==> src/rtl/debug_uart_pkg.sv <==
// ============================================================================
// Module      : debug_uart_pkg
// Description : Shared types and constants for the debug UART receiver.
//               DEBUG_UART_RX_PARITY_EN adds the PARITY state.
// Revision    : 1.0 - initial release
// ============================================================================
`default_nettype none

package debug_uart_pkg;

    localparam int OSR       = 16;
    localparam int DATA_BITS = 8;

    typedef enum logic [2:0] {
        ST_IDLE      = 3'd0,
        ST_START     = 3'd1,
        ST_DATA      = 3'd2,
        ST_STOP      = 3'd3,
        ST_WAIT_HIGH = 3'd4
`ifdef DEBUG_UART_RX_PARITY_EN
        ,
        ST_PARITY    = 3'd5
`endif
    } rx_state_e;

    // Rounded clocks-per-oversample-tick, never below one.
    function automatic int calc_div(input int clk_hz, input int baud);
        int d;
        d = (clk_hz + (OSR / 2) * baud) / (OSR * baud);
        return (d < 1) ? 1 : d;
    endfunction

endpackage

`default_nettype wire

==> src/rtl/uart_baud_tick.sv <==
// ============================================================================
// Module      : uart_baud_tick
// Description : Oversample tick generator; counter parked at zero when idle.
// Revision    : 1.0 - initial release
// ============================================================================
`default_nettype none

module uart_baud_tick #(
    parameter int DIV = 4
) (
    input  logic clk,
    input  logic rst_n,
    input  logic i_en,
    output logic o_tick
);

    localparam int c_cw = (DIV > 1) ? $clog2(DIV) : 1;

    logic [c_cw-1:0] r_cnt;
    logic            w_wrap;

    assign w_wrap = (r_cnt == c_cw'(DIV - 1));

    always_ff @(posedge clk or negedge rst_n) begin
        if (!rst_n) begin
            r_cnt <= '0;
        end else if (!i_en || w_wrap) begin
            r_cnt <= '0;
        end else begin
            r_cnt <= r_cnt + 1'b1;
        end
    end

    assign o_tick = i_en && w_wrap;

endmodule

`default_nettype wire

==> src/rtl/debug_uart_rx.sv <==
// ============================================================================
// Module      : debug_uart_rx
// Description : 16x-oversampled 8N1 receiver with valid/ready output and
//               error pulses. DEBUG_UART_RX_PARITY_EN selects 8E1 framing.
// Revision    : 1.0 - initial release
// ============================================================================
`default_nettype none

module debug_uart_rx
    import debug_uart_pkg::*;
#(
    parameter int CLK_HZ = 74250000,
    parameter int BAUD   = 115200
) (
    input  logic       clk_74a,
    input  logic       reset_n,
    input  logic       uart_rx,
    output logic [7:0] rx_data,
    output logic       rx_valid,
    input  logic       rx_ready,
    output logic       frame_err,
    output logic       overrun,
    output logic       busy
`ifdef DEBUG_UART_RX_PARITY_EN
    ,
    output logic       parity_err
`endif
);

    localparam int c_div = calc_div(CLK_HZ, BAUD);
    localparam int c_tw  = $clog2(OSR);
    localparam int c_bw  = $clog2(DATA_BITS);

    rx_state_e              r_state, w_state_next;
    logic                   r_sync1, r_sync2, r_prev;
    logic [c_tw-1:0]        r_tcnt, w_tcnt_next;
    logic [c_bw-1:0]        r_bcnt, w_bcnt_next;
    logic [DATA_BITS-1:0]   r_shift, w_shift_next;
    logic                   r_frame_err, w_frame_bad;
    logic                   r_overrun;
    logic                   r_valid;
    logic [7:0]             r_data;
    logic                   w_tick, w_deliver, w_mid, w_end;
`ifdef DEBUG_UART_RX_PARITY_EN
    logic                   r_par_bad, w_par_bad_next;
    logic                   r_parity_err, w_parity_bad;
`endif

    uart_baud_tick #(
        .DIV    (c_div)
    ) u_baud_tick (
        .clk    (clk_74a),
        .rst_n  (reset_n),
        .i_en   (r_state != ST_IDLE),
        .o_tick (w_tick)
    );

    assign w_mid = w_tick && (r_tcnt == c_tw'(OSR / 2 - 1));
    assign w_end = w_tick && (r_tcnt == c_tw'(OSR - 1));

    always_comb begin
        w_state_next = r_state;
        w_tcnt_next  = w_tick ? r_tcnt + 1'b1 : r_tcnt;
        w_bcnt_next  = r_bcnt;
        w_shift_next = r_shift;
        w_deliver    = 1'b0;
        w_frame_bad  = 1'b0;
`ifdef DEBUG_UART_RX_PARITY_EN
        w_par_bad_next = r_par_bad;
        w_parity_bad   = 1'b0;
`endif
        case (r_state)
            ST_IDLE: begin
                w_tcnt_next = '0;
                w_bcnt_next = '0;
`ifdef DEBUG_UART_RX_PARITY_EN
                w_par_bad_next = 1'b0;
`endif
                if (r_prev && !r_sync2) begin
                    w_state_next = ST_START;
                end
            end
            ST_START: begin
                // Mid start bit: realign so later samples land mid-bit.
                if (w_mid) begin
                    w_tcnt_next  = '0;
                    w_state_next = r_sync2 ? ST_IDLE : ST_DATA;
                end
            end
            ST_DATA: begin
                if (w_end) begin
                    w_shift_next = {r_sync2, r_shift[DATA_BITS-1:1]};
                    w_bcnt_next  = r_bcnt + 1'b1;
                    if (r_bcnt == c_bw'(DATA_BITS - 1)) begin
`ifdef DEBUG_UART_RX_PARITY_EN
                        w_state_next = ST_PARITY;
`else
                        w_state_next = ST_STOP;
`endif
                    end
                end
            end
`ifdef DEBUG_UART_RX_PARITY_EN
            ST_PARITY: begin
                if (w_end) begin
                    w_parity_bad   = (^r_shift) ^ r_sync2;
                    w_par_bad_next = w_parity_bad;
                    w_state_next   = ST_STOP;
                end
            end
`endif
            ST_STOP: begin
                if (w_end) begin
                    if (r_sync2) begin
`ifdef DEBUG_UART_RX_PARITY_EN
                        w_deliver = !r_par_bad;
`else
                        w_deliver = 1'b1;
`endif
                        w_state_next = ST_IDLE;
                    end else begin
                        w_frame_bad  = 1'b1;
                        w_state_next = ST_WAIT_HIGH;
                    end
                end
            end
            ST_WAIT_HIGH: begin
                w_tcnt_next = '0;
                if (r_sync2) begin
                    w_state_next = ST_IDLE;
                end
            end
            default: w_state_next = ST_IDLE;
        endcase
    end

    always_ff @(posedge clk_74a or negedge reset_n) begin
        if (!reset_n) begin
            r_sync1     <= 1'b1;
            r_sync2     <= 1'b1;
            r_prev      <= 1'b1;
            r_state     <= ST_IDLE;
            r_tcnt      <= '0;
            r_bcnt      <= '0;
            r_shift     <= '0;
            r_frame_err <= 1'b0;
`ifdef DEBUG_UART_RX_PARITY_EN
            r_par_bad    <= 1'b0;
            r_parity_err <= 1'b0;
`endif
        end else begin
            r_sync1     <= uart_rx;
            r_sync2     <= r_sync1;
            r_prev      <= r_sync2;
            r_state     <= w_state_next;
            r_tcnt      <= w_tcnt_next;
            r_bcnt      <= w_bcnt_next;
            r_shift     <= w_shift_next;
            r_frame_err <= w_frame_bad;
`ifdef DEBUG_UART_RX_PARITY_EN
            r_par_bad    <= w_par_bad_next;
            r_parity_err <= w_parity_bad;
`endif
        end
    end

    // Output holding register: a held byte is never overwritten.
    always_ff @(posedge clk_74a or negedge reset_n) begin
        if (!reset_n) begin
            r_valid   <= 1'b0;
            r_data    <= '0;
            r_overrun <= 1'b0;
        end else begin
            r_overrun <= 1'b0;
            if (w_deliver) begin
                if (!r_valid || rx_ready) begin
                    r_data  <= r_shift;
                    r_valid <= 1'b1;
                end else begin
                    r_overrun <= 1'b1;
                end
            end else if (r_valid && rx_ready) begin
                r_valid <= 1'b0;
            end
        end
    end

    assign rx_data   = r_data;
    assign rx_valid  = r_valid;
    assign frame_err = r_frame_err;
    assign overrun   = r_overrun;
    assign busy      = (r_state != ST_IDLE);
`ifdef DEBUG_UART_RX_PARITY_EN
    assign parity_err = r_parity_err;
`endif

endmodule

`default_nettype wire

==> config.mk <==
export PLATFORM = sky130hd
export DESIGN_NAME = debug_uart_rx
export DESIGN_NICKNAME = d
export VERILOG_FILES = /design/src/rtl/debug_uart_pkg.sv /design/src/rtl/uart_baud_tick.sv /design/src/rtl/debug_uart_rx.sv
export SDC_FILE = /design/constraint.sdc
export NUM_CORES = 1
export LEC_CHECK = 0
export ABC_AREA = 1
export ABC_CLOCK_PERIOD_IN_PS = 3000
export CAP_MARGIN = 20
export CELL_PAD_IN_SITES_DETAIL_PLACEMENT = 1
export CELL_PAD_IN_SITES_GLOBAL_PLACEMENT = 1
export CORE_MARGIN = 1
export CORE_UTILIZATION = 48
export CTS_BUF_LIST = sky130_fd_sc_hd__clkbuf_2 sky130_fd_sc_hd__clkbuf_4 sky130_fd_sc_hd__clkbuf_8
export DETAILED_ROUTE_END_ITERATION = 7
export HOLD_SLACK_MARGIN = 0.15
export PLACE_DENSITY_LB_ADDON = 0.1
export RECOVER_POWER = 100
export SLEW_MARGIN = 25
export SYNTH_ARGS = -nofsm -noshare
export SYNTH_HDL_FRONTEND = slang
export SYNTH_HIERARCHICAL = 1
export SYNTH_SLANG_ARGS = --single-unit
==> constraint.sdc <==
create_clock -name clk_74a -period 3 [get_ports clk_74a]
set_clock_uncertainty 0.2 [all_clocks]
set_input_delay 0.6 -clock clk_74a [delete_from_list [all_inputs] [get_ports clk_74a]]
set_output_delay 0.6 -clock clk_74a [all_outputs]
set_load 0.05 [all_outputs]
# Word-level counts from Yosys, hierarchy flattened
# Cells that the tools add are included.
[totals]
ff_bits = 38
in_bits = 4
[classes]
n_addsub = 3
eq_ne = 15
muxes = 26
reduce_logical = 20
[ops]
columns = ["op", "count"]
rows = [
  ["$mux 3", 8],
  ["$pmux 3 s5", 1],
  ["$ne 2x2->1 const B", 6],
  ["$mux 1", 11],
  ["$mux 4", 2],
  ["$pmux 4 s2", 1],
  ["$reduce_and 2->1", 4],
  ["$add 6x1->6 const B", 1],
  ["$eq 3x2->1 const B", 2],
  ["$eq 3x3->1 const B", 2],
  ["$eq 6x6->1 const B", 1],
  ["$mux 6", 1],
  ["$pmux 3 s2", 1],
  ["$reduce_and 6->1", 1],
  ["$logic_and 1x1->1", 5],
  ["$add 4x1->4 const B", 1],
  ["$eq 4x3->1 const B", 1],
  ["$eq 4x4->1 const B", 1],
  ["$reduce_bool 2->1", 2],
  ["$add 3x1->3 const B", 1],
  ["$eq 3x1->1 const B", 1],
  ["$logic_not 1->1", 3],
  ["$logic_not 3->1", 1],
  ["$reduce_bool 3->1", 1],
  ["4 further kinds", 5],
]

# Depth between registers and ports, before layout
[logic_depth]
depth_word = 7
mapped_depth = 14
mapped_depth_nobuf = 14

# Modules after synthesis
# The synthesis kept the hierarchy.
[by_module_without_submodules]
columns = ["module", "n_inst", "cells_each", "area_each_um2", "seq_area_each_um2"]
rows = [
  ["debug_uart_rx", 1, 160, 1438.9, 804.5],
  ["uart_baud_tick", 1, 35, 296.5, 150.1],
]

# Worst setup path after synthesis
# Ideal clock, no wire load.
[synth_timing]
path_kind = "register to register"
startpoint = "register r_state[0]"
endpoint = "register r_bcnt[1]"
setup_time_ns = 0.123
arrival_time_ns = 2.092
required_time_ns = 2.677
slack_ns = 0.585
stages_incl_launch_ff = 11
n_path_buf = 1
cell_sequence = "dfrtp_1 > nor2_1 > nand2_1 > inv_1 > nor2_1 > nand4_4 > nor2_4 > inv_4 > buf_6 > nand3_1 > nand2_1"
[synth_between]
elab_chain_cells = 5
[synth_lines]
columns = ["item", "line", "source"]
rows = [
  ["from (decl)", "debug_uart_rx.sv:34", "rx_state_e r_state, w_state_next;"],
  ["from (signal assigned)", "debug_uart_rx.sv:155", "r_state <= w_state_next;"],
  ["$reduce_bool 3->1", "--", ""],
  ["named net busy", "debug_uart_rx.sv:23", "output logic busy"],
  ["$logic_and 1x1->1", "uart_baud_tick.sv:34", "assign o_tick = i_en && w_wrap;"],
  ["named net w_tick", "debug_uart_rx.sv:43", "logic w_tick, w_deliver, w_mid, w_end;"],
  ["$logic_and 1x1->1", "debug_uart_rx.sv:59", "assign w_end = w_tick && (r_tcnt == c_tw'(OSR - 1));"],
  ["$ne 2x2->1 (no source line)", "--", ""],
  ["$reduce_and 2->1 (no source line)", "--", ""],
  ["to (signal assigned)", "debug_uart_rx.sv:157", "r_bcnt <= w_bcnt_next;"],
  ["to (decl)", "debug_uart_rx.sv:37", "logic [c_bw-1:0] r_bcnt, w_bcnt_next;"],
]
# The timed path passes the listed nets, and every way through them passes these cells.
# A chain may end at the register's enable or synchronous reset.

# Final worst setup path
[layout_timing]
startpoint = "register r_state[0]"
endpoint = "register r_bcnt[0]"
[layout_between]
elab_chain_cells = 5
[layout_lines]
columns = ["item", "line", "source"]
rows = [
  ["$reduce_bool 3->1", "debug_uart_rx.sv:54", ".i_en (r_state != ST_IDLE),"],
  ["$logic_and 1x1->1", "uart_baud_tick.sv:34", ""],
  ["named net w_tick", "debug_uart_rx.sv:43", ""],
  ["$logic_and 1x1->1", "debug_uart_rx.sv:59", ""],
  ["$ne 2x2->1 (no source line)", "--", ""],
  ["$reduce_and 2->1 (no source line)", "--", ""],
]
# The timed path passes the listed nets, and every way through them passes these cells.

==> flow_summary.toml <==
[clocking]
clock_sinks = 38
cts_buffers = 5
cts_tree = "yes"
root_buffer = "clkbuf_4"
clock_latency_ns = 0.34
clk_path_buf_depth = 2
htreeDepth = 2
clk_pin_slew_ns = 0.12
cts_hold_buffers = 0

[layout]
syn_to_final_growth_pct = 12.9
fillers = 412
multiInputGateArea_um2 = 652
drive_gt1_share_pct = 11.5
layout_common_cells = "63 x nand2_1, 35 x dfrtp_1, 21 x inv_1, 18 x nor2_1, 12 x dlygate4sd3_1"
nNetsFinal = 224
final_common_cell = "nand2_1"
diodes = 0
seq_area_um2 = 955

[timing]
finalMaxSlewViolations = 39
worst_pin_slew_ns = 1.96
tns_ns = 0
period_share_pct = 86.9
setup_viol = 0
timing.final.ws_setup_ns = 0.393
rsz0062_at_grt = "false"
post-route-min-period_ns = 2.61
finalHoldViolCount = 0
fmax_ghz = 0.384
max-slew-margin-rel_pct = -30.6
hold_slack_ns = 0.161

[logic_synthesis]
netlist_top_cells_area = "dfrtp_1 50%, nand2_1 13%, dfstp_2 4.5%, inv_1 4.5%, nor2_1 3.9%"
syn-instance-count = 195
synth-edff-count = 0
synth_top_area_cell = "dfrtp_1"
avgSynthCellArea_um2 = 8.90
synth_flop_cell = "dfrtp_1"
synth_seq_area_share_pct = 55.0
ys_ff_latch = 38
synth_area_mm2 = 0.00174
synth.distinct_cells = 24
syn-num-nets = 203
yosysTopAreaCellShare_pct = 50.5
ys_warn_count = 6
async_reset_ff_share_pct = 100

[setup_path]
crit_arrival_ns = 2.64
path_class = "reg -> reg"
end_kind = "flop"
crit_end = "r_bcnt[0]"
reg2regPathDepth = 9
worstPathMaxFanout = 13
reg2reg_slack_ns = 0.39
r2r-end = "r_bcnt[0]"
timing.rr.start = "r_state[0]"
crit_required_ns = 3.03
critPathLaunch = "r_state[0]"
critPathLaunchType = "flop"

[grt]
grt_usage_pct = 22.4
antenna_found_initial = 0
grt-ovfl-total = 0
grt_pass1_wl_mm = 6.76
grt_pass1_vias = 1477
grt_max_degree = 39

[die]
die_area_mm2 = 0.00386
fp.coreArea_mm2 = 0.00339
die_w_um = 62.1
num_io_pins = 16
rows = 21
start_util_pct = 51.2
dieHeight_um = 62.1

[hold_path]
worstHoldPathType = "reg -> reg"

[route]
drc = 0
vias = 1312
vias_per_cell = 4.99
wl_per_cell_um = 14.2
dr.pass1.iters = 4
wl_mm = 3.74
drt_iter0_markers = 65
antenna_left = 0

[placement]
hpwl_mm = 2.68
port_buffers = 15
post-place-ws_ns = 0.487
gp_congestion = 0.794

[job]
cap_violations = 1

[power_and_ir_drop]
leakage_uw = 0.00104
peakVddDrop_mv = 0.518
power_density_mw_per_mm2 = 584

[run_status]
status = "finished, violations left"
violations = "capacitance limit, slew limit"
==> report_power, final <==
group	total (uW)	switching [uW]	internal, uW
registers	589	42.5	546
clock network	283	170	113
logic	274	200	73.6
total	1150	413	732
==> worst max-delay path, cell delays in order (launching register included) <==
cell     delay [ns]
dfrtp_1        0.50
nor2_1         0.15
nand2_1        0.20
inv_1          0.08
nor2_1         0.48
nand4_4        0.23
nor2_4         0.28
inv_2          0.17
nand3_1        0.10
o21ai_0        0.09
==> cell usage after synthesis (2+ instances only) <==
library cell and count:
nor3_1 2, nand2_2 2, dfstp_2 3, o21ai_0 5, nor2_4 2, nand3_1 10
nor2_2 4, buf_6 2, o21ai_1 7, nand2_1 62, ha_1 4, xor2_1 2
o21ai_2 6, a21oi_1 3, nor2_1 18, inv_1 21, dfrtp_1 35
==> sequential cells by signal, indices dropped and copies added, names as in the netlist <==
name,flops
r_shift,8
rx_data,8
u_baud_tick/r_cnt,6
r_tcnt,4
r_bcnt,3
r_state,3
frame_err,1
overrun,1
r_prev,1
r_sync1,1
r_sync2,1
rx_valid,1
==> layer usage <==
layer / vias up / global-route usage [%] / share of wire [%] / routed length (um)
met5: - / 0 / 0 / 0
met3: 4 / 5.88 / 3.7 / 139
met1: 631 / 27.4 / 45 / 1680
met2: 25 / 40.1 / 51 / 1890
met4: 0 / 3.49 / 0.64 / 24
li1: 652 / - / - / -
==> per-stage QoR <==
step	instances	util (%)	power (uW)	instance area (um^2)
after global placement	255	56.7	866	1920
after CTS	263	58.6	1170	1990
after floorplan	195	-	793	1740
after global routing	263	57.8	1230	1960
final	263	57.8	1150	1960
after detailed placement	255	56.7	884	1920
==> worst min path at each step <==
stage / from / endpoint / slack, ns / depth (start not counted)
global route: r_sync1 / r_sync2 / 0.17 / 0
global placement: r_sync1 / r_sync2 / 0.15 / 0
floorplan: reset_n / frame_err / 0.10 / 0
finish: r_sync1 / r_sync2 / 0.16 / 0
CTS: reset_n / u_baud_tick/r_cnt[4] / 0.15 / 1
detailed placement: r_sync1 / r_sync2 / 0.15 / 0
==> logic make-up (layout without fill, tap and decap cells) <==
family / count (synthesis) / after routing / synth area share [%]
AO/OA/AOI/OAI: 23 / 23 / 8.22
XOR/XNOR: 2 / 2 / 1.01
adder cells (fa/ha/maj): 4 / 4 / 2.88
buffers and inverters: 25 / 47 / 6.42
flip-flops: 38 / 38 / 55.0
AND/OR/NAND/NOR: 103 / 103 / 26.5
==> repair_timing <==
action | 4_1_cts | 5_1_grt
resized for setup | 0 | 1
setup endpoints to repair | 0 | 1
buffers inserted | 0 | 0
==> final cells by class <==
| cell class | instances | share of cell area (%) |
|---|---|---|
| clock buffers | 6 | 2.62 |
| clock inverters | 2 | 0.639 |
| inverters | 23 | 4.41 |
| multi-input cells | 132 | 33.3 |
| flip-flops and latches | 38 | 48.7 |
| well taps | 46 | 2.94 |
| repair buffers | 16 | 7.41 |
Note: power is estimated with default switching activity, not from simulation.
